File: config.mk
export PLATFORM = sky130hd
export DESIGN_NAME = time_display_scan_flat
export DESIGN_NICKNAME = d
export VERILOG_FILES = /design/src/rtl/time_display_scan_if.sv /design/src/rtl/time_display_scan.sv /design/src/flat_wrapper.sv
export SDC_FILE = /design/constraint.sdc
export NUM_CORES = 1
export LEC_CHECK = 0
export ABC_AREA = 1
export CAP_MARGIN = 25
export CORE_ASPECT_RATIO = 0.8
export CORE_MARGIN = 2
export CORE_UTILIZATION = 60
export DETAILED_ROUTE_END_ITERATION = 8
export MAX_ROUTING_LAYER = met4
export PLACE_DENSITY = 0.86
export SYNTH_ARGS = -nofsm -noshare
export SYNTH_HDL_FRONTEND = slang
export SYNTH_SLANG_ARGS = --single-unit
File: constraint.sdc
create_clock -name clk -period 6.2 [get_ports clk]
set_clock_uncertainty 0.1 [all_clocks]
set_input_delay 1.24 -clock clk [delete_from_list [all_inputs] [get_ports clk]]
set_output_delay 1.24 -clock clk [all_outputs]
set_load 0.1 [all_outputs]
File: src/rtl/time_display_scan_if.sv
// Bus between the BCD time source and the 4-digit multiplexed 7-segment scanner.
interface time_display_scan_if;
  logic [3:0] seconds_units;
  logic [2:0] seconds_tens;
  logic [3:0] minutes_units;
  logic [2:0] minutes_tens;
  logic [3:0] anode;
  logic [6:0] seg;
  logic       dp;

  modport master (
    output seconds_units, seconds_tens, minutes_units, minutes_tens,
    input  anode, seg, dp
  );
  modport slave (
    input  seconds_units, seconds_tens, minutes_units, minutes_tens,
    output anode, seg, dp
  );
endinterface

File: src/rtl/time_display_scan.sv
// Time-multiplexed MM:SS scanner for a 4-digit common-anode 7-segment display.
// The digits are snapshotted once per frame so that no digit tears while the frame is displayed.
module time_display_scan #(
  parameter int REFRESH_DIV     = 100000,
  parameter bit LEAD_ZERO_BLANK = 1'b1
) (
  input  logic               clk,
  input  logic               reset,
  time_display_scan_if.slave bus
);
  localparam int PW = (REFRESH_DIV > 2) ? $clog2(REFRESH_DIV) : 1;
  localparam logic [PW-1:0] PRESC_MAX = PW'(REFRESH_DIV - 1);

  typedef struct packed {
    logic [2:0] mt;
    logic [3:0] mu;
    logic [2:0] st;
    logic [3:0] su;
  } snap_t;

  logic [PW-1:0] presc;
  logic [1:0]    idx;
  snap_t         snap;
  logic          colon_phase;
  logic          slot_end, frame_start;

  assign slot_end    = (presc == PRESC_MAX);
  assign frame_start = slot_end && (idx == 2'd3);

  always_ff @(posedge clk) begin
    if (!reset) begin
      presc       <= '0;
      idx         <= '0;
      snap        <= '0;
      colon_phase <= 1'b0;
    end else begin
      presc <= slot_end ? '0 : presc + 1'b1;
      if (slot_end) idx <= idx + 2'd1;
      if (frame_start) begin
        snap <= '{mt: bus.minutes_tens, mu: bus.minutes_units,
                  st: bus.seconds_tens, su: bus.seconds_units};
        // The colon blinks at the seconds rate: it flips whenever a new second is captured.
        if (bus.seconds_units != snap.su) colon_phase <= ~colon_phase;
      end
    end
  end

  function automatic logic [6:0] decode(input logic [3:0] d);
    case (d)
      4'd0:    decode = 7'b1000000;
      4'd1:    decode = 7'b1111001;
      4'd2:    decode = 7'b0100100;
      4'd3:    decode = 7'b0110000;
      4'd4:    decode = 7'b0011001;
      4'd5:    decode = 7'b0010010;
      4'd6:    decode = 7'b0000010;
      4'd7:    decode = 7'b1111000;
      4'd8:    decode = 7'b0000000;
      4'd9:    decode = 7'b0010000;
      default: decode = 7'b0111111;
    endcase
  endfunction

  logic [3:0] digit;
  logic       blank;

  always_comb begin
    digit = snap.su;
    case (idx)
      2'd0: digit = snap.su;
      2'd1: digit = {1'b0, snap.st};
      2'd2: digit = snap.mu;
      2'd3: digit = {1'b0, snap.mt};
    endcase
    // presc==0 is a dead slot between digits to hide ghosting while anodes switch.
    blank = (presc == '0) ||
            (LEAD_ZERO_BLANK && (idx == 2'd3) && (snap.mt == 3'd0));

    bus.anode = 4'b1111;
    bus.seg   = 7'b1111111;
    bus.dp    = 1'b1;
    if (!blank) begin
      bus.anode      = 4'b1111;
      bus.anode[idx] = 1'b0;
      bus.seg        = decode(digit);
    end
    if ((presc != '0) && (idx == 2'd2) && colon_phase) bus.dp = 1'b0;
  end
endmodule

File: src/flat_wrapper.sv
// flat-port wrapper written by rule: the top's interface ports become plain ports
module time_display_scan_flat 
#(
  parameter int REFRESH_DIV     = 100000,
  parameter bit LEAD_ZERO_BLANK = 1'b1
)
  (clk, reset, bus_seconds_units, bus_seconds_tens, bus_minutes_units, bus_minutes_tens, bus_anode, bus_seg, bus_dp);
  time_display_scan_if bus_i ();
  input  logic clk;
  input  logic reset;
  input wire logic [$bits(bus_i.seconds_units)-1:0] bus_seconds_units;
  input wire logic [$bits(bus_i.seconds_tens)-1:0] bus_seconds_tens;
  input wire logic [$bits(bus_i.minutes_units)-1:0] bus_minutes_units;
  input wire logic [$bits(bus_i.minutes_tens)-1:0] bus_minutes_tens;
  output wire logic [$bits(bus_i.anode)-1:0] bus_anode;
  output wire logic [$bits(bus_i.seg)-1:0] bus_seg;
  output wire logic [$bits(bus_i.dp)-1:0] bus_dp;
  assign bus_i.seconds_units = bus_seconds_units;
  assign bus_i.seconds_tens = bus_seconds_tens;
  assign bus_i.minutes_units = bus_minutes_units;
  assign bus_i.minutes_tens = bus_minutes_tens;
  assign bus_anode = bus_i.anode;
  assign bus_seg = bus_i.seg;
  assign bus_dp = bus_i.dp;
  time_display_scan #(.REFRESH_DIV(REFRESH_DIV), .LEAD_ZERO_BLANK(LEAD_ZERO_BLANK)) u_core (.clk(clk), .reset(reset), .bus(bus_i));
endmodule
Yosys cells after proc, flatten, opt, wreduce, memory -nomap -nowiden --
Memories as Yosys holds them, arrays and structs flattened. Cells that the tools add are included.
Operators by class: order comparisons 2, add/subtract/negate cells 2, bitwise logic cells 3, equality and inequality tests 5, muxes and demuxes 6, reduce and logical (&&, ||, !) cells 12
Operators by type and width (count):
- $add A17 B1 Y17 const B | 1
- $eq A17 B17 Y1 const B | 1
- $logic_not A17 Y1 | 1
- $reduce_bool A17 Y1 | 1
- $pmux W4 S4 | 1
- $mux W7 | 1
- $logic_and A1 B1 Y1 | 5
- $eq A2 B2 Y1 const B | 2
- $mux W4 | 1
- $ne A4 B4 Y1 | 1
- $not A4 Y4 | 1
- $logic_not A3 Y1 | 1
- $lt A2 B3 Y1 const B | 1
- $add A2 B1 Y2 const B | 1
- $demux W1 S2 | 1
- $eq A2 B1 Y1 const B | 1
- $ge A2 B1 Y1 const B | 1
- $logic_not A2 Y1 | 1
- $mux W1 | 2
- $not A1 Y1 | 2
- $reduce_and A2 Y1 | 1
- $reduce_or A2 Y1 | 1
- $logic_or A1 B1 Y1 | 1
Word-level totals: output and inout bits 12, memories kept 1, bits in read-only memories 112, input port bits 16, flip-flop bits (word level) 34
Memory list:
- (name not given) | depth 16, width 7, rd ports 1, clocked after Yosys merged registers in 0, write ports 0, RTL line time_display_scan.sv:49 | case (d)

Depth between registers and ports, before layout --
depth after elaboration 6, gate-level depth with buffers 10

Least setup slack after synthesis --
OpenSTA, ideal clock, no wires.
path kind flip-flop to output port, from register u_core.idx[0], to output bus_seg[3], data required time 4.860 ns, stages on the path, launching flop included 11, buffers on the path 0, path slack 2.450 ns, arrival 2.410 ns, cell sequence dfxtp_1 -> inv_1 -> ha_1 -> inv_1 -> nand2_1 -> o21bai_1 -> ha_1 -> or2_2 -> nand2_1 -> nand2_1 -> nand2_1
On the way: longest elaborated chain between the ends 4, elaborated cells on any way between the ends 9, classes of those cells eq/ne: 3; mux: 2; reduce/logical: 3; memory: 1
RTL lines:
- from (decl) | RTL line time_display_scan.sv:22 | logic [1:0] idx;
- from (signal assigned) | RTL line time_display_scan.sv:38 | if (slot_end) idx <= idx + 2'd1;
- $eq A2 B2 Y1, or another cell as far along | RTL line time_display_scan.sv:69, time_display_scan.sv:77
- $pmux W4 S4 / $logic_and A1 B1 Y1 (equally long branches) | RTL line time_display_scan.sv:69, time_display_scan.sv:77
- $mem_v2 Z16 W7 / $logic_or A1 B1 Y1 (equally long branches)
- $mux W7 (*) | RTL line time_display_scan.sv:82 | if (!blank) begin
- to (decl) | RTL line flat_wrapper.sv:16 | output wire logic [$bits(bus_i.seg)-1:0] bus_seg;
Mark *: on every way between the ends. The rest lies on a longest branch, timed or not.

Worst setup path in the final report --
Ends and elaborated chain as after synthesis.

==> results.sh <==
export IMPL_status="finished, final reports clean"
export IMPL_irDropWorstVdd_v=0.000184
export IMPL_synthToLayoutAreaGrowth_pct=15.8
export IMPL_worst_slew_pin_slew_ps=971
export IMPL_synthesis_nets=364
export IMPL_drtIter0Drc=215
export IMPL_wirelength_mm=4.94
export IMPL_dp_final_hpwl_mm=3.77
export IMPL_cp_start_kind="register"
export IMPL_rows=19
export IMPL_cts_buffers=5
export IMPL_cts_path_max_buffers=2
export IMPL_cts_repair_resized=0
export IMPL_ys_types=28
export IMPL_setup_violations=0
export IMPL_synth_top_area_share_pct=30.9
export IMPL_antenna_found_initial=0
export IMPL_cap_violations=0
export IMPL_htreeDepth=2
export IMPL_synth_avg_cell_area_sq_um=6.51
export IMPL_grt_pass1_vias=1882
export IMPL_n_fill_cell=287
export IMPL_cts_tree="done"
export IMPL_ys_warn_count=0
export IMPL_finalHoldViolCount=0
export IMPL_final_setup_tns_ps=0
export IMPL_grt_overflow_total=0
export IMPL_post_cts_buffers=0
export IMPL_synth_top_area_cell="dfxtp_1"
export IMPL_hold_buffers=0
export IMPL_clock_sinks=34
export IMPL_cp_arrival_ps=3410
export IMPL_critical_path_class="reg -> out"
export IMPL_die_w_um=71.7
export IMPL_vias=2140
export IMPL_drt_wirelength_per_cell_um=12.1
export IMPL_period_share_pct=76.7
export IMPL_syn_inst=338
export IMPL_clockRootBuffer="clkbuf_8"
export IMPL_syn_area_sq_um=2200
export IMPL_stdcell_area_sq_um=2550
export IMPL_grt_max_degree=19
export IMPL_place_congestion=0.932
export IMPL_endpoint_kind="output pin"
export IMPL_grtUsageTotal_pct=26.6
export IMPL_min_path_type="reg -> reg"
export IMPL_max_clock_freq_ghz=0.210
export IMPL_p_leak_nw=1.16
export IMPL_ys_seq_area_share_pct=30.9
export IMPL_start_util_pct=63.4
export IMPL_io_pins=28
export IMPL_maxSlewHeadroom_pct=35.0
export IMPL_fp_dieArea_sq_um=4170
export IMPL_clock_latency_ps=290
export IMPL_drive_gt1_share_pct=9.84
export IMPL_grt_pass1_wl_mm=8.42
export IMPL_synth_area_top_cells="dfxtp_1 (31%), nand2_1 (18%), nor2_1 (8.4%)"
export IMPL_period_minus_slack_ps=4750
export IMPL_post_dp_cell_area_sq_um=2470
export IMPL_firstDrtPassIters=5
export IMPL_slew_violations=0
export IMPL_port_buffers=27
export IMPL_fin_nets=392
export IMPL_clkSlewWorstSetupHoldPaths_ps=70
export IMPL_vias_per_cell=5.25
export IMPL_postRouteAntennaNets=0
export IMPL_crit_required_ps=4860
export IMPL_critPathMaxFanout=5
export IMPL_route_detailed_drc=0
export IMPL_core_sq_um=3470
export IMPL_rsz0062_at_grt="false"
export IMPL_ys_ff_latch=34
export IMPL_die_y_um=58.2
export IMPL_n_antenna_cell=0
export IMPL_p_per_area_nw_per_um2=187
-- logic make-up (layout without fill, tap and decap cells) --
group | count (synthesis) | count (layout) | synth area share, %
AND/OR/NAND/NOR | 212 | 212 | 45.8
buffers and inverters | 55 | 83 | 10.9
flip-flops | 34 | 34 | 30.9
AO/OA/AOI/OAI | 26 | 26 | 6.31
adder cells (fa/ha/maj) | 10 | 10 | 5.69
XOR/XNOR | 1 | 1 | 0.398
-- worst max-delay path, cell delays in order (launching register included) --
cell and delay [ps]:
dfxtp_1 360, inv_1 110, ha_1 250, inv_1 130
nand2_1 100, o21bai_1 290, ha_1 300, or2_2 290
nand2_1 60, nand2_1 40, nand2_1 70, clkdlybuf4s50_1 1120
-- registers in the layout (all words and copies together) (netlist names) --
name and count:
u_core.snap 14, u_core.idx 2, u_core.presc 17, u_core.colon_phase 1
-- report_power, final --
part	switching [mW]	internal, mW	leakage [nW]	total (mW)
logic	0.0709	0.0257	0.844	0.0965
registers	0.00168	0.220	0.274	0.222
clock network	0.0805	0.0770	0.0373	0.158
total	0.153	0.323	1.16	0.476
-- path summary, 6_finish.rpt --
check,startpoint,to,slack [ps],cells after the start
max,u_core.idx[0],bus_seg[3],1450,11
min,u_core.presc[0],u_core.presc[0],370,1
max reg2reg,u_core.presc[0],u_core.presc[6],4510,6
min reg2reg,u_core.presc[0],u_core.presc[0],370,1
-- through the flow --
| stage | power [mW] | cells | setup WS, ps | util [%] | hold slack (ps) |
|---|---|---|---|---|---|
| 2_1_floorplan | 0.296 | 338 | 2450 | - | 330 |
| 3_3_place_gp | 0.322 | 401 | 1830 | 71.1 | 341 |
| 3_5_place_dp | 0.323 | 401 | 1770 | 71.1 | 350 |
| 4_1_cts | 0.478 | 408 | 1450 | 73.4 | 367 |
| 5_1_grt | 0.489 | 408 | 1230 | 73.4 | 390 |
| 6_report | 0.476 | 408 | 1450 | 73.4 | 367 |
-- final cells by class --
class,count,area [sq um],area share [%]
Multi-Input combinational cell,249,1280,50.3
Sequential cell,34,681,26.7
Timing Repair Buffer,27,270,10.6
Inverter,49,184,7.22
Clock buffer,6,72.6,2.85
Tap cell,42,52.6,2.06
Clock inverter,1,7.51,0.295
-- routing by layer --
| metal | GRT usage, % | vias up | wire length, um | part of all wire (%) |
|---|---|---|---|---|
| met4 | 9.70 | 0 | 106 | 2.1 |
| li1 | - | 1107 | - | - |
| met3 | 5.39 | 14 | 462 | 9.3 |
| met1 | 39.4 | 924 | 2390 | 48 |
| met2 | 35.6 | 95 | 1980 | 40 |
| met5 | - | - | 0 | 0 |
-- cell usage after synthesis --
master,count
a21oi_1,15
a21oi_2,1
buf_2,2
buf_6,4
dfxtp_1,34
ha_1,10
inv_1,43
inv_2,6
nand2_1,105
nand2_2,2
nand2_4,1
nand3_1,17
nand3_2,3
nand3_4,1
nand4_1,10
nand4_4,1
nor2_1,49
nor2_2,4
nor2_4,4
nor3_1,7
nor3_2,1
nor3_4,3
nor3b_1,1
o21ai_0,7
o21ai_1,1
o21bai_1,2
or2_2,3
xnor2_1,1
-- cells in the final DEF (no fill, tap or decap), types with 2 or more instances in the layout --
master           netlist  final
nor2_2                 4      4
ha_1                  10     10
clkdlybuf4s50_1        0     27
nand2_1              105    105
nor3_4                 3      3
nand3_1               17     17
a21oi_1               15     15
clkbuf_8               0      5
nor2_1                49     49
nand4_1               10     10
or2_2                  3      3
o21ai_0                7      7
o21bai_1               2      2
dfxtp_1               34     34
inv_2                  6      6
nand2_2                2      2
nor3_1                 7      7
nand3_2                3      3
nor2_4                 4      4
inv_1                 43     43
Power figures use the tool's default switching activity.
==> variant 1: new RTL, same flow settings <==
`REFRESH_DIV` is set to 100000 in 2 places; all go to 25000.
--- a/src/rtl/time_display_scan.sv
+++ b/src/rtl/time_display_scan.sv
@@ -1,7 +1,7 @@
 // Time-multiplexed MM:SS scanner for a 4-digit common-anode 7-segment display.
 // The digits are snapshotted once per frame so that no digit tears while the frame is displayed.
 module time_display_scan #(
-  parameter int REFRESH_DIV     = 100000,
+  parameter int REFRESH_DIV     = 25000,
   parameter bit LEAD_ZERO_BLANK = 1'b1
 ) (
   input  logic               clk,
--- a/src/flat_wrapper.sv
+++ b/src/flat_wrapper.sv
@@ -1,7 +1,7 @@
 // flat-port wrapper written by rule: the top's interface ports become plain ports
 module time_display_scan_flat 
 #(
-  parameter int REFRESH_DIV     = 100000,
+  parameter int REFRESH_DIV     = 25000,
   parameter bit LEAD_ZERO_BLANK = 1'b1
 )
   (clk, reset, bus_seconds_units, bus_seconds_tens, bus_minutes_units, bus_minutes_tens, bus_anode, bus_seg, bus_dp);
Formal check against the unedited RTL: no difference found for any inputs over 10 cycles, from zero or initial values and one cycle with reset low; that may be too few to reach the edited logic, so the function may still have changed.
==> variant 1 against the original RTL <==
  * Area after synthesis decreased by 14%
  * Wire length decreased by 18%
  * Setup slack improved by 0.25 ns
  * Via count decreased by 15%
  * Design area decreased by 11%
  * Total power decreased by 2.3%
  * Sequential cell count decreased by 2
  * Critical path depth increased by 2
  * Count of clock-buffer cells in the layout increased by 1
  * Global-route usage decreased by 1.1 points
==> variant 1: results <==
[status]
outcome = "finished, final reports clean"

[worst_hold_path]
hold_depth = 2
whs_endpoint = "u_core.presc[14]"

[cells_and_area]
clockNetworkAreaShare_pct = 4.15
drive_above_1_share_pct = 7.99
n_all_inverters = 36
design.seq.count = 32
multiInputCombCellCount = 210

[detailed_routing]
wl_met3_um = 279
drt_first_pass_iters = 4
first_iter_violations = 109
wl_met1_um = 2090
vias = 1811

[worst_setup_path]
cp_data_arrival_time_ns = 3.16
r2r_cells = 8
ff2ff_setup_slack_ns = 4.48
rr_endpoint = "u_core.snap[12]"
crit_path_max_fanout = 6

[sta]
period_minus_slack_ns = 4.50
relSlewSlack_pct = 35.2

[placed_design]
pre_cts_slack_ns = 1.99
place.gp.congestion = 0.914
dpl-instance-area_mm2 = 0.00217

[global_routing]
grt_pass1_wl_um = 6640
grt_pass1_vias = 1509
track_usage_pct = 25.6

[floorplan]
nWellTaps = 40

[synth]
synth_common_cells = "68 x nand2_1, 43 x nor2_1, 34 x inv_1, 32 x dfxtp_1, 18 x nand3_1"
synth_cell_types = 27
synth_fp_nets = 309
synth_area_leaders = "dfxtp_1 34%, nand2_1 13%, nor2_1 8.5%"
## variant 1: cell types whose count changed after synthesis, moves of 3 or more
| cell | unedited run | this run |
|---|---|---|
| nor2_2 | 4 | 12 |
| inv_2 | 6 | 1 |
| xor2_1 | 0 | 5 |
| nor2_4 | 4 | 0 |
| nor3_4 | 3 | 0 |
| nand3_2 | 3 | 0 |
| nand2_1 | 105 | 68 |
| nor2_1 | 49 | 43 |
| inv_1 | 43 | 34 |
| o21ai_1 | 1 | 6 |
| o21ai_0 | 7 | 14 |
| a21oi_1 | 15 | 12 |
## variant 1: stage by stage
| step | cells | util (%) |
|---|---|---|
| floorplan | 283 | - |
| global placement | 345 | 70.8 |
| detailed placement | 345 | 70.8 |
| CTS | 353 | 73.9 |
| global route | 353 | 73.9 |
| finish | 353 | 73.9 |
## variant 1: cell families after synthesis
family	synth area share, %
XOR/XNOR	2.30
AO/OA/AOI/OAI	10.1
adder cells (fa/ha/maj)	6.58
AND/OR/NAND/NOR	37.3
flip-flops	33.7
buffers and inverters	9.94
## variant 1: where the power goes
group,internal (uW),switching (uW),total [uW]
logic,24.9,68.5,93.5
registers,207,1.30,209
clock network,90.0,72.5,163
## variant 1: how the worst max path moves through the flow
stage | to | cells after the start | start
after global routing | bus_seg[4] | 12 | u_core.idx[0]
final | bus_seg[3] | 13 | u_core.idx[0]
after global placement | bus_seg[3] | 13 | u_core.idx[0]
after detailed placement | bus_seg[4] | 12 | u_core.idx[0]
after CTS | bus_seg[4] | 12 | u_core.idx[0]
after floorplan | bus_seg[4] | 11 | u_core.idx[0]
## variant 1: routing by layer
metal | vias up | track usage, %
met5 | - | -
met4 | 0 | 8.84
met3 | 9 | 6.17
met2 | 55 | 36.3
met1 | 786 | 35.7
li1 | 961 | -
==> variant 2: new RTL, same settings <==
Made on the original files. Reset style: asynchronous (`reset`), changed in one clocked block.
--- a/src/rtl/time_display_scan.sv
+++ b/src/rtl/time_display_scan.sv
@@ -27,7 +27,7 @@
   assign slot_end    = (presc == PRESC_MAX);
   assign frame_start = slot_end && (idx == 2'd3);
 
-  always_ff @(posedge clk) begin
+  always_ff @(posedge clk or negedge reset) begin
     if (!reset) begin
       presc       <= '0;
       idx         <= '0;
Behaviour: differs if reset is asserted again (counterexample within 4 cycles, from zero or initial values and one cycle with reset low); with reset held inactive, the same outputs for 10 cycles.
==> variant 2 against the original RTL <==
  * Setup slack better by 0.17 ns
  * Sequential share of layout area is 4.9 points higher
  * Count of clock-buffer cells in the layout is 1 lower
  * Non-clock buffer count is 1 higher
  * Design area is 5.5% higher
  * First-iteration DRC count is 17% lower
  * Wire length is 0.61% higher
  * Global-route usage is 0.091 points lower
  * Sequential cell count stayed put
  * Area after synthesis is 2.3% higher
  * Critical path type unchanged
  * Critical endpoint unchanged
  * Largest cell class unchanged
Power is not compared: it rests on default switching activity, and its combinational part moved more than twofold at a synthesized area within 25%.
==> variant 2: results <==
[cells_and_area]
final_cells = 399
drive_above_1_share_pct = 10.6

[worst_setup_path]
ff2ff_setup_slack_ns = 4.09
crit_path_max_fanout = 6
cp_data_arrival_time_ns = 3.24

[placed_design]
dpl.cell_count = 391
dp_hpwl_um = 3870
place.gp.congestion = 0.987

[synth]
synth_cell_types = 24
synth_common_cells = "110 x nand2_1, 44 x inv_1, 38 x nor2_1, 34 x dfrtp_1, 21 x nand3_1"
syn_inst = 323
async_flop_share_pct = 100
ys_seq_area_share_pct = 37.8
synth_area_leaders = "dfrtp_1 38%, nand2_1 18%, inv_1 7.3%"
synth_fp_nets = 349

[global_routing]
track_usage_pct = 26.6
grt_max_degree = 24
grt_pass1_vias = 1776
grt_pass1_wl_um = 8310

[detailed_routing]
wl_um = 4970
viasPerCell = 5.13
drt_first_pass_iters = 7

[cts]
cts_max_level = 2
clockBufferDepth = 2

[status]
outcome = "finished, final reports clean"
## variant 2: cell types whose count changed after synthesis, sizes merged, moves of 3 or more
cell / delta
nor2: -13
or2: -3
a21oi: -12
buf: -4
nand4: -4
dfrtp: +34
nand2: +19
xor2: +7
dfxtp: -34
nor3: -6
## variant 2: worst max-delay path: cells and delay by family (launching register included)
kind | cells | cell delay, ns
buffers and inverters | 3 | 1.30
AO/OA/AOI/OAI | 1 | 0.29
AND/OR/NAND/NOR | 6 | 0.40
adder cells (fa/ha/maj) | 2 | 0.60
flip-flops | 1 | 0.38
## variant 2: final timing paths
check | startpoint | end | cells past startpoint
hold reg to reg | u_core.presc[0] | u_core.presc[0] | 1
setup reg to reg | u_core.presc[0] | u_core.snap[9] | 10
min in group asynchronous | reset | u_core.presc[8] | 1
max in group asynchronous | reset | u_core.presc[15] | 2
setup / recovery | u_core.idx[0] | bus_seg[3] | 12
hold / removal | u_core.presc[0] | u_core.presc[0] | 1
## variant 2: report_power, final
part           internal [uW]  leakage [uW]  switching (uW)
logic                   9.49      0.000899            7.94
clock network            161     0.0000683            86.4
registers                222      0.000382               0
## variant 2: cells by family after synthesis
kind of cell	Yosys count	synth area share (%)
and+or+nand+nor	206	40.5
DFF	34	37.8
buffers and inverters	51	9.56
AOI/OAI and AO/OA	14	3.50
xor gates and xnor gates	8	3.11
adders and majority gates	10	5.56
## variant 2: stage by stage
step                hold slack [ns]  setup WS (ns)  power, uW  utilization (%)
detailed placement            0.386           1.94        244             72.5
CTS                           0.407           1.62        490             76.4
finish                        0.411           1.62        487             76.4
global placement              0.372           2.04        243             72.5
global route                  0.443           1.41        500             76.4
floorplan                     0.342           2.67        228                -
## variant 2: cell type report
type,instances,area [um^2]
multi-input cells,238,1190
flip-flops and latches,34,851
fillers,277,830
repair buffers,28,278
inverters,49,184
clock buffers,5,68.8
clock inverters,3,68.8
well taps,42,52.6
## variant 2: routing by layer
metal  vias to the layer above  GRT usage (%)  part of all wire [%]
met2                        89           35.4                    40
met4                         0           6.35                  0.56
met5                         -              -                     0
met1                       901           39.8                    50
met3                         4           7.53                   9.6
li1                       1054              -                     -
